<file path="config.mk">
export PLATFORM = sky130hd
export DESIGN_NAME = instruction_sequencer_flat
export DESIGN_NICKNAME = d
export VERILOG_FILES = /design/src/rtl/instruction_sequencer_if.sv /design/src/rtl/instruction_sequencer.sv /design/src/flat_wrapper.sv
export SDC_FILE = /design/constraint.sdc
export NUM_CORES = 1
export LEC_CHECK = 0
export BUFFER_PORTS_ARGS = -buffer_cell sky130_fd_sc_hd__buf_2
export CORE_ASPECT_RATIO = 0.5
export CORE_MARGIN = 4
export CORE_UTILIZATION = 25
export CTS_CLUSTER_SIZE = 24
export DETAILED_ROUTE_END_ITERATION = 7
export GPL_TIMING_DRIVEN = 0
export PLACE_DENSITY = 0.43
export RECOVER_POWER = 100
export SYNTH_ARGS = -nofsm -noshare
export SYNTH_HDL_FRONTEND = slang
export SYNTH_SLANG_ARGS = --single-unit
export TNS_END_PERCENT = 100
</file>
<file path="constraint.sdc">
create_clock -name clk -period 3.8 [get_ports clk]
set_clock_uncertainty 0.05 [all_clocks]
set_input_delay 0.57 -clock clk [delete_from_list [all_inputs] [get_ports clk]]
set_output_delay 0.57 -clock clk [all_outputs]
set_load 0.01 [all_outputs]
</file>
<file path="src/rtl/instruction_sequencer_if.sv">
// instruction_sequencer_if: synchronous instruction ROM read port (master = sequencer, slave = ROM)
interface instruction_sequencer_if #(
  parameter int PC_WIDTH = 8,
  parameter int INSTRUCTION_WIDTH = 15
);
  logic [PC_WIDTH-1:0] imem_addr;
  logic imem_rd;
  logic [INSTRUCTION_WIDTH-1:0] imem_data;
  modport master (output imem_addr, imem_rd, input imem_data);
  modport slave (input imem_addr, imem_rd, output imem_data);
endinterface

</file>
<file path="src/rtl/instruction_sequencer.sv">
// instruction_sequencer: fetches prog_len ROM words and issues each to the core for HOLD_CYCLES clocks, NOP otherwise
module instruction_sequencer #(
  parameter int INSTRUCTION_WIDTH = 15,
  parameter int PC_WIDTH = 8,
  parameter int HOLD_CYCLES = 2,
  parameter logic [INSTRUCTION_WIDTH-1:0] NOP_WORD = 15'b1_0000_1011_00_00_00
) (
  input logic clk,
  input logic rst_n,
  input logic start,
  input logic halt,
  input logic [PC_WIDTH-1:0] prog_len,
  instruction_sequencer_if.master imem,
  output logic [INSTRUCTION_WIDTH-1:0] instruction,
  output logic [PC_WIDTH-1:0] pc,
  output logic busy,
  output logic done
);
  typedef enum logic [1:0] {IDLE, FETCH, LOAD, ISSUE} state_t;
  state_t state_q, state_d;
  logic [PC_WIDTH-1:0] pc_q, pc_d, len_q, len_d;
  logic [7:0] hold_q, hold_d;
  logic [INSTRUCTION_WIDTH-1:0] instr_q, instr_d;
  logic done_q, done_d;
  assign imem.imem_addr = pc_q;
  assign imem.imem_rd = state_q == FETCH;
  assign instruction = instr_q;
  assign pc = pc_q;
  assign busy = state_q != IDLE;
  assign done = done_q;
  always_comb begin
    state_d = state_q;
    pc_d = pc_q;
    len_d = len_q;
    hold_d = hold_q;
    instr_d = instr_q;
    done_d = 1'b0;
    if (halt) begin
      state_d = IDLE;
      instr_d = NOP_WORD;
    end else if (state_q == IDLE) begin
      instr_d = NOP_WORD;
      done_d = start && prog_len == '0;
      if (start && prog_len != '0) begin
        len_d = prog_len;
        pc_d = '0;
        state_d = FETCH;
      end
    end else if (state_q == FETCH) begin
      state_d = LOAD;
    end else if (state_q == LOAD) begin
      instr_d = imem.imem_data;
      hold_d = 8'(HOLD_CYCLES - 1);
      state_d = ISSUE;
    end else if (hold_q != '0) begin
      hold_d = hold_q - 8'd1;
    end else begin
      instr_d = NOP_WORD;
      done_d = pc_q == len_q - PC_WIDTH'(1);
      state_d = done_d ? IDLE : FETCH;
      pc_d = done_d ? pc_q : pc_q + PC_WIDTH'(1);
    end
  end
  always_ff @(posedge clk or negedge rst_n) begin
    if (!rst_n) begin
      state_q <= IDLE;
      pc_q <= '0;
      len_q <= '0;
      hold_q <= '0;
      instr_q <= NOP_WORD;
      done_q <= 1'b0;
    end else begin
      state_q <= state_d;
      pc_q <= pc_d;
      len_q <= len_d;
      hold_q <= hold_d;
      instr_q <= instr_d;
      done_q <= done_d;
    end
  end
endmodule

</file>
<file path="src/flat_wrapper.sv">
// flat-port wrapper written by rule: the top's interface ports become plain ports
module instruction_sequencer_flat 
#(
  parameter int INSTRUCTION_WIDTH = 15,
  parameter int PC_WIDTH = 8,
  parameter int HOLD_CYCLES = 2,
  parameter logic [INSTRUCTION_WIDTH-1:0] NOP_WORD = 15'b1_0000_1011_00_00_00
)
  (clk, rst_n, start, halt, prog_len, instruction, pc, busy, done, imem_imem_addr, imem_imem_rd, imem_imem_data);
  instruction_sequencer_if #(.PC_WIDTH(PC_WIDTH), .INSTRUCTION_WIDTH(INSTRUCTION_WIDTH)) imem_i ();
  input logic clk;
  input logic rst_n;
  input logic start;
  input logic halt;
  input logic [PC_WIDTH-1:0] prog_len;
  output logic [INSTRUCTION_WIDTH-1:0] instruction;
  output logic [PC_WIDTH-1:0] pc;
  output logic busy;
  output logic done;
  output wire logic [$bits(imem_i.imem_addr)-1:0] imem_imem_addr;
  output wire logic [$bits(imem_i.imem_rd)-1:0] imem_imem_rd;
  input wire logic [$bits(imem_i.imem_data)-1:0] imem_imem_data;
  assign imem_imem_addr = imem_i.imem_addr;
  assign imem_imem_rd = imem_i.imem_rd;
  assign imem_i.imem_data = imem_imem_data;
  instruction_sequencer #(.INSTRUCTION_WIDTH(INSTRUCTION_WIDTH), .PC_WIDTH(PC_WIDTH), .HOLD_CYCLES(HOLD_CYCLES), .NOP_WORD(NOP_WORD)) u_core (.clk(clk), .rst_n(rst_n), .start(start), .halt(halt), .prog_len(prog_len), .imem(imem_i), .instruction(instruction), .pc(pc), .busy(busy), .done(done));
endmodule
</file>
==> results of run 1 <==
==> synth_stat cells (5+ instances only) <==
library cell	count
sky130_fd_sc_hd__mux2_2	6
sky130_fd_sc_hd__clkbuf_1	6
sky130_fd_sc_hd__o21ai_0	9
sky130_fd_sc_hd__nor3_1	6
sky130_fd_sc_hd__xor2_1	9
sky130_fd_sc_hd__a21oi_1	9
sky130_fd_sc_hd__inv_1	9
sky130_fd_sc_hd__or3_1	8
sky130_fd_sc_hd__nand2_1	10
sky130_fd_sc_hd__buf_4	8
sky130_fd_sc_hd__ha_1	7
sky130_fd_sc_hd__dfrtp_1	38
sky130_fd_sc_hd__xnor2_1	5
sky130_fd_sc_hd__nand3_1	7
sky130_fd_sc_hd__nor2_1	16
sky130_fd_sc_hd__a22o_1	11
==> per-layer routing <==
layer	vias up	global-route usage [%]	part of all wire, %	wire length (um)
li1	932	-	-	-
met1	913	13.8	46	2600
met2	28	18.7	49	2820
met3	7	2.51	3.6	208
met4	0	4.07	1.5	88
met5	-	0	0	0
==> per-stage QoR <==
| stage | power (W) | setup slack [ps] | cell area (sq um) | util, % |
|---|---|---|---|---|
| after detailed placement | 0.00138 | 1010 | 2730 | 31.0 |
| final | 0.00179 | 798 | 2840 | 32.2 |
| after CTS | 0.00184 | 991 | 2880 | 32.7 |
| after floorplan | 0.00118 | 1380 | 2290 | - |
| after global placement | 0.00136 | 1000 | 2730 | 31.0 |
| after global routing | 0.00194 | 533 | 2840 | 32.2 |
==> cell usage in the layout (no fill, tap or decap), types with 2 or more instances in the layout <==
master / instances
sky130_fd_sc_hd__or3_1: 8
sky130_fd_sc_hd__dfrtp_1: 38
sky130_fd_sc_hd__mux2_2: 6
sky130_fd_sc_hd__inv_1: 9
sky130_fd_sc_hd__nand3_1: 7
sky130_fd_sc_hd__ha_1: 7
sky130_fd_sc_hd__nor4_1: 4
sky130_fd_sc_hd__dfstp_2: 4
sky130_fd_sc_hd__o31ai_1: 2
sky130_fd_sc_hd__buf_2: 32
sky130_fd_sc_hd__o211ai_1: 3
sky130_fd_sc_hd__a22o_1: 11
sky130_fd_sc_hd__o21ai_0: 9
sky130_fd_sc_hd__nand2_1: 10
sky130_fd_sc_hd__xor2_1: 9
sky130_fd_sc_hd__clkbuf_1: 35
sky130_fd_sc_hd__o22a_1: 4
sky130_fd_sc_hd__or3b_2: 2
sky130_fd_sc_hd__xnor2_1: 5
sky130_fd_sc_hd__clkbuf_16: 5
sky130_fd_sc_hd__nor2_1: 16
sky130_fd_sc_hd__clkbuf_4: 8
sky130_fd_sc_hd__a21oi_1: 9
sky130_fd_sc_hd__nand2b_1: 4
sky130_fd_sc_hd__and3_1: 4
sky130_fd_sc_hd__or4_1: 4
sky130_fd_sc_hd__nor3_1: 6
sky130_fd_sc_hd__mux2i_1: 2
==> report_power, final <==
part	leakage, nW	internal, W	switching, W
Sequential	0.543	0.000556	0.000145
Clock	0.0739	0.000261	0.000172
Combinational	0.614	0.000290	0.000370
Total	1.23	0.00111	0.000687
==> worst min path at each step <==
stage	startpoint	endpoint	depth (start not counted)
finish	u_core.hold_q[0]$_DFFE_PN0P_	u_core.hold_q[0]$_DFFE_PN0P_	1
global route	imem_imem_data[2]	u_core.instruction[2]$_DFFE_PN0P_	2
CTS	u_core.hold_q[0]$_DFFE_PN0P_	u_core.hold_q[0]$_DFFE_PN0P_	1
detailed placement	u_core.hold_q[0]$_DFFE_PN0P_	u_core.hold_q[0]$_DFFE_PN0P_	1
global placement	u_core.hold_q[0]$_DFFE_PN0P_	u_core.hold_q[0]$_DFFE_PN0P_	1
floorplan	rst_n	u_core.done$_DFF_PN0_	0
==> area by class of cell <==
| cell class | count | area (sq um) | area share, % |
|---|---|---|---|
| clock inverters | 1 | 5.00 | 0.176 |
| repair buffers | 59 | 262 | 9.22 |
| multi-input cells | 153 | 1100 | 39.0 |
| flip-flops and latches | 42 | 1060 | 37.2 |
| clock buffers | 7 | 143 | 5.03 |
| inverters | 9 | 33.8 | 1.19 |
| plain buffers | 15 | 86.3 | 3.04 |
| well taps | 117 | 146 | 5.16 |
==> state kept, by name (all words and copies together), names as in the netlist <==
register               count
u_core.imem.imem_addr      8
u_core.hold_q              8
u_core.done                1
u_core.instruction        15
u_core.state_q             2
u_core.len_q               8
==> logic make-up after synthesis <==
family          count (synthesis)
simple gates                   74
compound gates                 50
flops                          42
buf+inv                        24
xor+xnor                       14
mux                             8
fa+ha+maj                       7
==> metrics.md, run 1 <==
| Metric | Value |
|---|---|
| Distinct cells, synth | 48 |
| Initial Utilization | 26.0% |
| Largest family of logic cells by synthesized area | simple AND/OR/NAND/NOR gates |
| Buffer levels on the longest clock path | 2 |
| Failing checks | capacitance limit, slew limit |
| Total DRC errors in the routed layout | 0 |
| Run status | finished, violations left |
| TritonCTS clock tree | built |
| Initial antenna violation count | 0 |
| Fin Setup TNS | 0 ps |
| Required time at the endpoint of the critical path | 3930 ps |
| Via count of the first global-routing pass | around 1,800 |
| Biggest area consumer among synthesized cells | sky130_fd_sc_hd__dfrtp_1 |
| Fraction of synthesized area in multiplexers | 3.83% |
| Yosys top cell area share | between 40 and 50% |
| Post-synthesis average cell area | 10.4 sq um |
| Slew Limit Fails | 43 |
| Via density per instance | 4.67 |
| Crit path max fanout | 10 |
| Slew @ Worst Pin | 2390 ps |
| GRT Total Usage | 10.9% |
| Most common flop cell mapped by yosys | sky130_fd_sc_hd__dfrtp_1 |
| Setup repair after global routing missed its margin | false |
| Per-cell routed wire length | around 14 um |
| Number of levels the H-tree was split into | 2 |
| Post-synthesis compound-gate area fraction | 16.8% |
| Via count | 1,880 |
| PD cells | 633 nW/um^2 |
| Count of filler cells inserted in the layout | 923 |
| Xor/xnor share of the synthesized area | between 5 and 6% |
| Synth Cell Area | 2290 sq um |
| Wire length of the first global-routing pass | 9110 um |
| Post-synthesis share of cell area spent on full adders, half adders and majority gates | under 10% |
| Static power due to leakage | approximately 1.2 nW |
| Core region area | 8800 sq um |
| Clock latency on the worst-skew pair | 290 ps |
| Period minus WS final | 3000 ps |
| Fraction of the mapped netlist area in simple logic gates | roughly 18% |
| Reg-to-reg endpoint | u_core.imem.imem_addr[1]$_DFFE_PN0P_ |
| Post-layout instance count excluding filler cells | 403 |
| Hold-fix buffer count after cts | 0 |
| Final number of hold-violating endpoints | 0 |
| Kind of cell with the highest combined delay on the critical path | compound AO/OA/AOI/OAI gates |
| CP max stage cell | sky130_fd_sc_hd__o311ai_2 |
| Resized Gates After CTS | 0 |
| Violation count after the first detailed-route iteration | 90 |
| Cell depth of the worst setup path | 9 |
| Placed Instances | roughly 400 |
| Tightest Hold Check Type | reg2reg |
| Launch point of the critical path | u_core.len_q[0]$_DFFE_PN0P_ |
| Critical path type | reg2reg |
| I/O pin cnt | 61 |
| Die boundary height | 75.7 um |
| Number of synthesized flops with an enable pin | 0 |
| Ant. Diodes | 0 |
| Flip-flop and latch count after synthesis | 42 |
| Destination of the critical timing path | u_core.imem.imem_addr[1]$_DFFE_PN0P_ |
| Final clock period utilization by the worst path | 79.0% |
| Clock transition time at the flip-flop clock pins of the worst setup and hold paths | 60 ps |
| DIE AREA | 10,800 sq um |
| Arrival @ worst endpoint | 3130 ps |
| Number of CTS-inserted buffers | 5 |
| Pin count of the biggest net entering global routing | 43 |
| Max-cap violations | 1 |
| Biggest area contributors in the synthesized netlist | sky130_fd_sc_hd__dfrtp_1, sky130_fd_sc_hd__dfstp_2, sky130_fd_sc_hd__a22o_1 |
| Detailed-placement wirelength estimate | 4220 um |
| Maximum achievable frequency | 333 MHz |
| Normalized max-slew margin | -59.5% |
| Series of cell instances along the critical path | inv_1 > ha_1 > or3b_2 > nor4_1 > o2111ai_1 > o311ai_2 > clkbuf_1 > nand2_1 > a31o_1 |
| Crit end category | register |
| Setup fix buffers added after clock tree synthesis | 0 |
| Fraction of the yosys area taken by sequential cells | 46.1% |
| Remaining global-route overflow | 0 |
| CTS root buffer | sky130_fd_sc_hd__clkbuf_16 |
| Worst Hold Margin | 423 ps |
| IR Drop Worst-Case VDD | 0.000178 V |
| Clk sinks | 42 |
| IO Port Bufs | 59 |
| Number of buffer and inverter stages on the critical path | 2 |
| Reg-to-Reg Start | u_core.len_q[0]$_DFFE_PN0P_ |
| Number of placement rows | 24 |
| RePlAce Congestion | 0.716 |
| Routed wire length | 5710 um |
| Depth of the worst register-to-register path | 9 |
| Chip width | 143 um |
| Number of detailed-routing iterations run before antenna repair | 4 |
| Instance count of the mapped netlist | 219 |
| Synth Warn # | 0 |
| CP max stage delay | 530 ps |
| Post-layout nets | approximately 320 |
| Setup crit start kind | register |
| Proportion of layout cells with a drive suffix above 1 | between 20% and 30% |
| DRT antenna net count | 0 |
| Number of endpoints failing setup at the final stage | 0 |
| Share of flip-flops with an asynchronous set or reset after synthesis | 100% |
| Register-to-register setup slack | 800 ps |
| Net count after synthesis | 253 |
| Area Growth Syn to Fin | 23.9% |
No activity file was read; power rests on OpenSTA's default activity.
==> inputs of run 2 (changes only) <==
--- a/config.mk
+++ b/config.mk
@@ -12,7 +12,7 @@
 export CTS_CLUSTER_SIZE = 24
 export DETAILED_ROUTE_END_ITERATION = 7
 export GPL_TIMING_DRIVEN = 0
-export PLACE_DENSITY = 0.43
+export PLACE_DENSITY = 0.44
 export RECOVER_POWER = 100
 export SYNTH_ARGS = -nofsm -noshare
 export SYNTH_HDL_FRONTEND = slang
==> constraint.sdc (replaced) <==
create_clock -name clk -period 2.65 [get_ports clk]
set_clock_uncertainty 0.05 [all_clocks]
set_input_delay 0.3975 -clock clk [delete_from_list [all_inputs] [get_ports clk]]
set_output_delay 0.3975 -clock clk [all_outputs]
set_load 0.01 [all_outputs]
==> run 2 against run 1 <==
The flow now finishes without violations. Largest power group unchanged. Design area is 2.6% higher. Final cell count grew 0.74%. Fmax is 16% higher. Wire length shrank 1.7%. Non-clock buffer count rose by 3. Critical path depth unchanged. Critical endpoint is now u_core.imem.imem_addr[6]$_DFFE_PN0P_. First-iteration DRC count rose by 19%. Sequential power rose by 44%. Highest routed layer unchanged. Die area stayed put. Core utilization is 0.82 points higher. Global-route usage is 0.37 points lower.
==> metrics.md, run 2 (synthesis gave the netlist of run 1 again) <==
| Metric | Value |
|---|---|
| Violation count after the first detailed-route iteration | 107 |
| Post-layout nets | roughly 320 |
| I/O pin cnt | 61 |
| Initial Utilization | 26.0% |
| Wire length of the first global-routing pass | 9140 um |
| Fin Setup TNS | 0 ps |
| Pin count of the biggest net entering global routing | 43 |
| Number of endpoints failing setup at the final stage | 0 |
| Number of levels the H-tree was split into | 2 |
| Net switching power of the design | between 0.001 and 0.0015 W |
| Clock latency on the worst-skew pair | about 290 ps |
| GRT Total Usage | 10.5% |
| Total DRC errors in the routed layout | 0 |
| Number of detailed-routing iterations run before antenna repair | 4 |
| Via count | 1,833 |
| Arrival @ worst endpoint | 2740 ps |
| Via density per instance | 4.51 |
| Proportion of layout cells with a drive suffix above 1 | about a quarter |
| Max-cap violations | 0 |
| Clock transition time at the flip-flop clock pins of the worst setup and hold paths | 70 ps |
| Critical path type | reg2reg |
| Static power due to leakage | 1.26 nW |
| Slew @ Worst Pin | roughly 1100 ps |
| Required time at the endpoint of the critical path | 2810 ps |
| Chip width | 143 um |
| Remaining global-route overflow | 0 |
| Die boundary height | 75.7 um |
| Initial antenna violation count | 0 |
| Final instance area | about 2900 sq um |
| Final number of hold-violating endpoints | 0 |
| CTS root buffer | sky130_fd_sc_hd__clkbuf_16 |
| DRT antenna net count | 0 |
| Maximum achievable frequency | slightly below 400 MHz |
| Crit path max fanout | 3 |
| Series of cell instances along the critical path | inv_1 > ha_1 > or3b_4 > o31a_1 > o2111ai_2 > o311ai_4 > buf_4 > or4_1 > a21oi_1 |
| Hold-fix buffer count after cts | 0 |
| Fraction of power consumed by the clock network | between 20% and 30% |
| Routed wire length | 5620 um |
| Tightest Hold Check Type | in2async |
| Max FFs per register | 15 |
| Post-Place Cell Area | 2730 sq um |
| Ant. Diodes | 0 |
| Combinational share of power | 38.3% |
| Crit end category | register |
| Per-cell routed wire length | 13.8 um |
| Cell Int Power | 0.00160 W |
| Normalized max-slew margin | 26.7% |
| Via count of the first global-routing pass | 1,823 |
| Sw Share | 39.7% |
| Setup crit start kind | register |
| Run status | finished clean |
| Number of placement rows | 24 |
| Final design utilization | 33.1% |
| Buffer levels on the longest clock path | 2 |
| RePlAce Congestion | 0.717 |
| Number of CTS-inserted buffers | 5 |
| CP max stage cell | sky130_fd_sc_hd__dfrtp_1 |
| Clk sinks | 42 |
| TritonCTS clock tree | built |
| Most used cells in the layout excluding fill and tap cells | sky130_fd_sc_hd__dfrtp_1, sky130_fd_sc_hd__buf_2, sky130_fd_sc_hd__clkbuf_1 |
| Core region area | 8800 sq um |
| Sequential power share | between 30% and 40% |
| Worst Hold Margin | 256 ps |
| DIE AREA | 10,800 sq um |
| CP max stage delay | 410 ps |
| Most frequent standard cell in the layout excluding fill and tap cells | sky130_fd_sc_hd__dfrtp_1 |
| Area Growth Syn to Fin | 27.1% |
| IR Drop Worst-Case VDD | around 0.00036 V |
| Total power draw | between 0.002 and 0.003 W |
| Period minus WS final | 2590 ps |
| IO Port Bufs | 59 |
| PD cells | 909 nW/um^2 |
| Slew Limit Fails | 0 |
| Detailed-placement wirelength estimate | 4170 um |
| Setup repair after global routing missed its margin | true |
| Final clock period utilization by the worst path | 97.6% |
## run 2: per-layer routing
metal	vias up	GRT usage, %	routed length [um]
met2	16	17.7	2730
met1	885	14.3	2690
met3	4	2.07	147
met5	-	0	0
li1	928	-	-
met4	0	2.51	45
## run 2: final timing paths
path                                         startpoint                                   end  slack, ps  cells after the start
setup reg to reg            u_core.len_q[0]$_DFFE_PN0P_  u_core.imem.imem_addr[6]$_DFFE_PN0P_         60                      9
hold / removal                                    rst_n    u_core.instruction[10]$_DFFE_PN0P_        260                      1
max in group asynchronous                         rst_n         u_core.state_q[0]$_DFFE_PN0P_       1620                      1
hold reg to reg            u_core.hold_q[0]$_DFFE_PN0P_          u_core.hold_q[0]$_DFFE_PN0P_        430                      1
min in group clk                      imem_imem_data[0]     u_core.instruction[0]$_DFFE_PN0P_        270                      2
setup / recovery            u_core.len_q[0]$_DFFE_PN0P_  u_core.imem.imem_addr[6]$_DFFE_PN0P_         60                      9
## run 2: final cells by class
type | count | area, sq um
multi-input cells | 153 | 1140
well taps | 117 | 146
fillers | 925 | 5890
clock buffers | 5 | 125
clock inverters | 3 | 25.0
plain buffers | 15 | 95.1
inverters | 9 | 33.8
repair buffers | 62 | 287
flip-flops and latches | 42 | 1060
## run 2: what timing repair did
| action | CTS | global route |
|---|---|---|
| endpoints found under the setup margin | 17 | 18 |
| buffers inserted | 3 | 0 |
| resized for setup | 5 | 3 |
| pin swaps | 2 | 0 |
## run 2: power groups by stage
stage / sequential (W) / clock, W / combinational (W)
6_report: 0.00101 / 0.000627 / 0.00101
5_1_grt: 0.00104 / 0.000670 / 0.00115
4_1_cts: 0.00101 / 0.000648 / 0.00103
3_5_place_dp: 0.00102 / 0 / 0.000971
3_3_place_gp: 0.00101 / 0 / 0.000938
2_1_floorplan: 0.000972 / 0 / 0.000723
## run 2: worst max-delay path: cells and delay by family, from the launching register on
family / cells / cell delay [ps]
compound gates: 4 / 810
fa+ha+maj: 1 / 170
buf+inv: 2 / 270
flops: 1 / 410
simple gates: 2 / 790
## run 2: through the flow
step	cells	setup slack, ps
6_report	406	64.3
3_3_place_gp	395	-141
5_1_grt	406	-54.2
4_1_cts	406	35.0
2_1_floorplan	219	234
3_5_place_dp	395	-136
==> inputs of run 3 (changes only) <==
--- a/config.mk
+++ b/config.mk
@@ -13,7 +13,7 @@
 export DETAILED_ROUTE_END_ITERATION = 7
 export GPL_TIMING_DRIVEN = 0
 export PLACE_DENSITY = 0.44
-export RECOVER_POWER = 100
+export RECOVER_POWER = 50
 export SYNTH_ARGS = -nofsm -noshare
 export SYNTH_HDL_FRONTEND = slang
 export SYNTH_SLANG_ARGS = --single-unit
==> run 3 against run 2 <==
Clock power is essentially flat. Sequential share of layout area shrank 0.19 points. Flip-flop and latch count unchanged.
==> metrics.md, run 3 (synthesis gave the netlist of run 1 again) <==
| Metric | Value |
|---|---|
| Ant. Diodes | 0 |
| Reg-to-Reg Start | u_core.len_q[0]$_DFFE_PN0P_ |
| PD cells | about 900 nW/um^2 |
| Clock latency on the worst-skew pair | between 200 and 300 ps |
| Max-cap violations | 0 |
| Crit end category | register |
| Setup crit start kind | register |
| Number of levels the H-tree was split into | 2 |
| Via density per instance | 4.50 |
| Via count | 1,827 |
| Placed Instances | approximately 400 |
| Launch point of the critical path | u_core.len_q[0]$_DFFE_PN0P_ |
| Critical path type | reg2reg |
| Via count of the first global-routing pass | roughly 1,800 |
| Static power due to leakage | 1.31 nW |
| Die boundary height | 75.7 um |
| Pin count of the biggest net entering global routing | 43 |
| Chip width | 143 um |
| Remaining global-route overflow | 0 |
| Post-Place Cell Area | 2730 sq um |
| Clock transition time at the flip-flop clock pins of the worst setup and hold paths | 70 ps |
| Crit path max fanout | 3 |
| Arrival @ worst endpoint | 2750 ps |
| Violation count after the first detailed-route iteration | 92 |
| Number of detailed-routing iterations run before antenna repair | 4 |
| Required time at the endpoint of the critical path | approximately 2800 ps |
| GRT Total Usage | about a tenth |
| Buffer levels on the longest clock path | 2 |
| CTS root buffer | sky130_fd_sc_hd__clkbuf_16 |
| Routed wire length | 5630 um |
| Detailed-placement wirelength estimate | around 4200 um |
| Core region area | 8800 sq um |
| Initial antenna violation count | 0 |
| Wire length of the first global-routing pass | between 9000 and 10,000 um |
| Post-layout instance count excluding filler cells | 406 |
| Number of placement rows | 24 |
| DIE AREA | roughly 11,000 sq um |
| Most used cells in the layout excluding fill and tap cells | sky130_fd_sc_hd__buf_2, sky130_fd_sc_hd__dfrtp_1, sky130_fd_sc_hd__clkbuf_1 |
| Setup repair after global routing missed its margin | true |
| CP max stage delay | 400 ps |
| Post-layout nets | 322 |
| Final design utilization | ~33% |
| Number of CTS-inserted buffers | 5 |
| Max FFs per register | 15 |
| Total DRC errors in the routed layout | 0 |
| Final worst setup slack | ~60 ps |
| Per-cell routed wire length | approximately 14 um |
| Run status | finished clean |
| I/O pin cnt | 61 |
| Final number of hold-violating endpoints | 0 |
| CP max stage cell | sky130_fd_sc_hd__dfrtp_1 |
| RePlAce Congestion | 0.717 |
| Normalized max-slew margin | 26.9% |
| Series of cell instances along the critical path | inv_1 > ha_1 > or3b_4 > o31a_1 > o2111ai_2 > o311ai_4 > buf_4 > or4_1 > a21oi_1 |
| Area Growth Syn to Fin | 27.8% |
| Slew Limit Fails | 0 |
| Count of filler cells inserted in the layout | a little over 900 |
| IR Drop Worst-Case VDD | 0.000362 V |
| Most frequent standard cell in the layout excluding fill and tap cells | sky130_fd_sc_hd__buf_2 |
| IO Port Bufs | 59 |
| DRT antenna net count | 0 |
| Proportion of layout cells with a drive suffix above 1 | 30.8% |
| Worst Hold Margin | 255 ps |
| Number of endpoints failing setup at the final stage | 0 |
| Tightest Hold Check Type | in2async |
| Period minus WS final | 2590 ps |
| Dpl ws | -136 ps |
| TritonCTS clock tree | built |
| Maximum achievable frequency | slightly below 400 MHz |
| Clk sinks | 42 |
| Initial Utilization | about a quarter |
| Final instance area | 2920 sq um |
| Final clock period utilization by the worst path | 97.7% |
| Slew @ Worst Pin | 1100 ps |
## run 3: final timing paths
path,to,slack (ps),cells after the start
worst max-delay path,u_core.imem.imem_addr[6]$_DFFE_PN0P_,60,9
worst min-delay path,u_core.instruction[10]$_DFFE_PN0P_,260,1
worst max register to register,u_core.imem.imem_addr[6]$_DFFE_PN0P_,60,9
worst min register to register,u_core.hold_q[0]$_DFFE_PN0P_,430,1
max in group asynchronous,u_core.state_q[0]$_DFFE_PN0P_,1620,1
min in group clk,u_core.instruction[0]$_DFFE_PN0P_,270,2
## run 3: cell type report
cell class | count | area, sq um | area share [%]
plain buffers | 15 | 95.1 | 3.25
clock buffers | 5 | 125 | 4.28
clock inverters | 3 | 25.0 | 0.856
inverters | 9 | 33.8 | 1.16
multi-input cells | 153 | 1140 | 39.0
flip-flops and latches | 42 | 1060 | 36.1
well taps | 117 | 146 | 5.01
repair buffers | 62 | 302 | 10.3
## run 3: repair_timing
| action | CTS | global route |
|---|---|---|
| resized for setup | 5 | 3 |
| hold buffers | 0 | 0 |
| pin swaps | 2 | 0 |
| setup endpoints to repair | 17 | 18 |
| buffers inserted | 3 | 0 |
| hold endpoints to repair | 0 | 0 |
## run 3: per-layer routing
layer  track usage (%)  vias up  share of wire [%]
met2              17.7       16                 48
met5                 0        -                  0
li1                  -      927                  -
met1              14.3      880                 48
met3              2.07        4                2.6
met4              2.51        0               0.80
## run 3: per-stage QoR
stage	TNS, ps	total power (W)
2_1_floorplan	0	0.00169
3_3_place_gp	-355	0.00195
3_5_place_dp	-445	0.00199
4_1_cts	0	0.00268
5_1_grt	-241	0.00286
6_report	0	0.00266
## run 3: worst max-delay path, delay by kind of cell (launching register included)
kind / cells / cell delay (ps)
flops: 1 / 400
simple gates: 2 / 790
buf+inv: 2 / 270
fa+ha+maj: 1 / 180
compound gates: 4 / 810
## run 3: power breakdown
group / internal, W / total (W) / switching, W / leakage [nW]
clock: 0.000354 / 0.000627 / 0.000273 / 0.0704
sequential: 0.000797 / 0.00101 / 0.000209 / 0.543
combinational: 0.000454 / 0.00102 / 0.000568 / 0.692
total: 0.00161 / 0.00266 / 0.00105 / 1.31
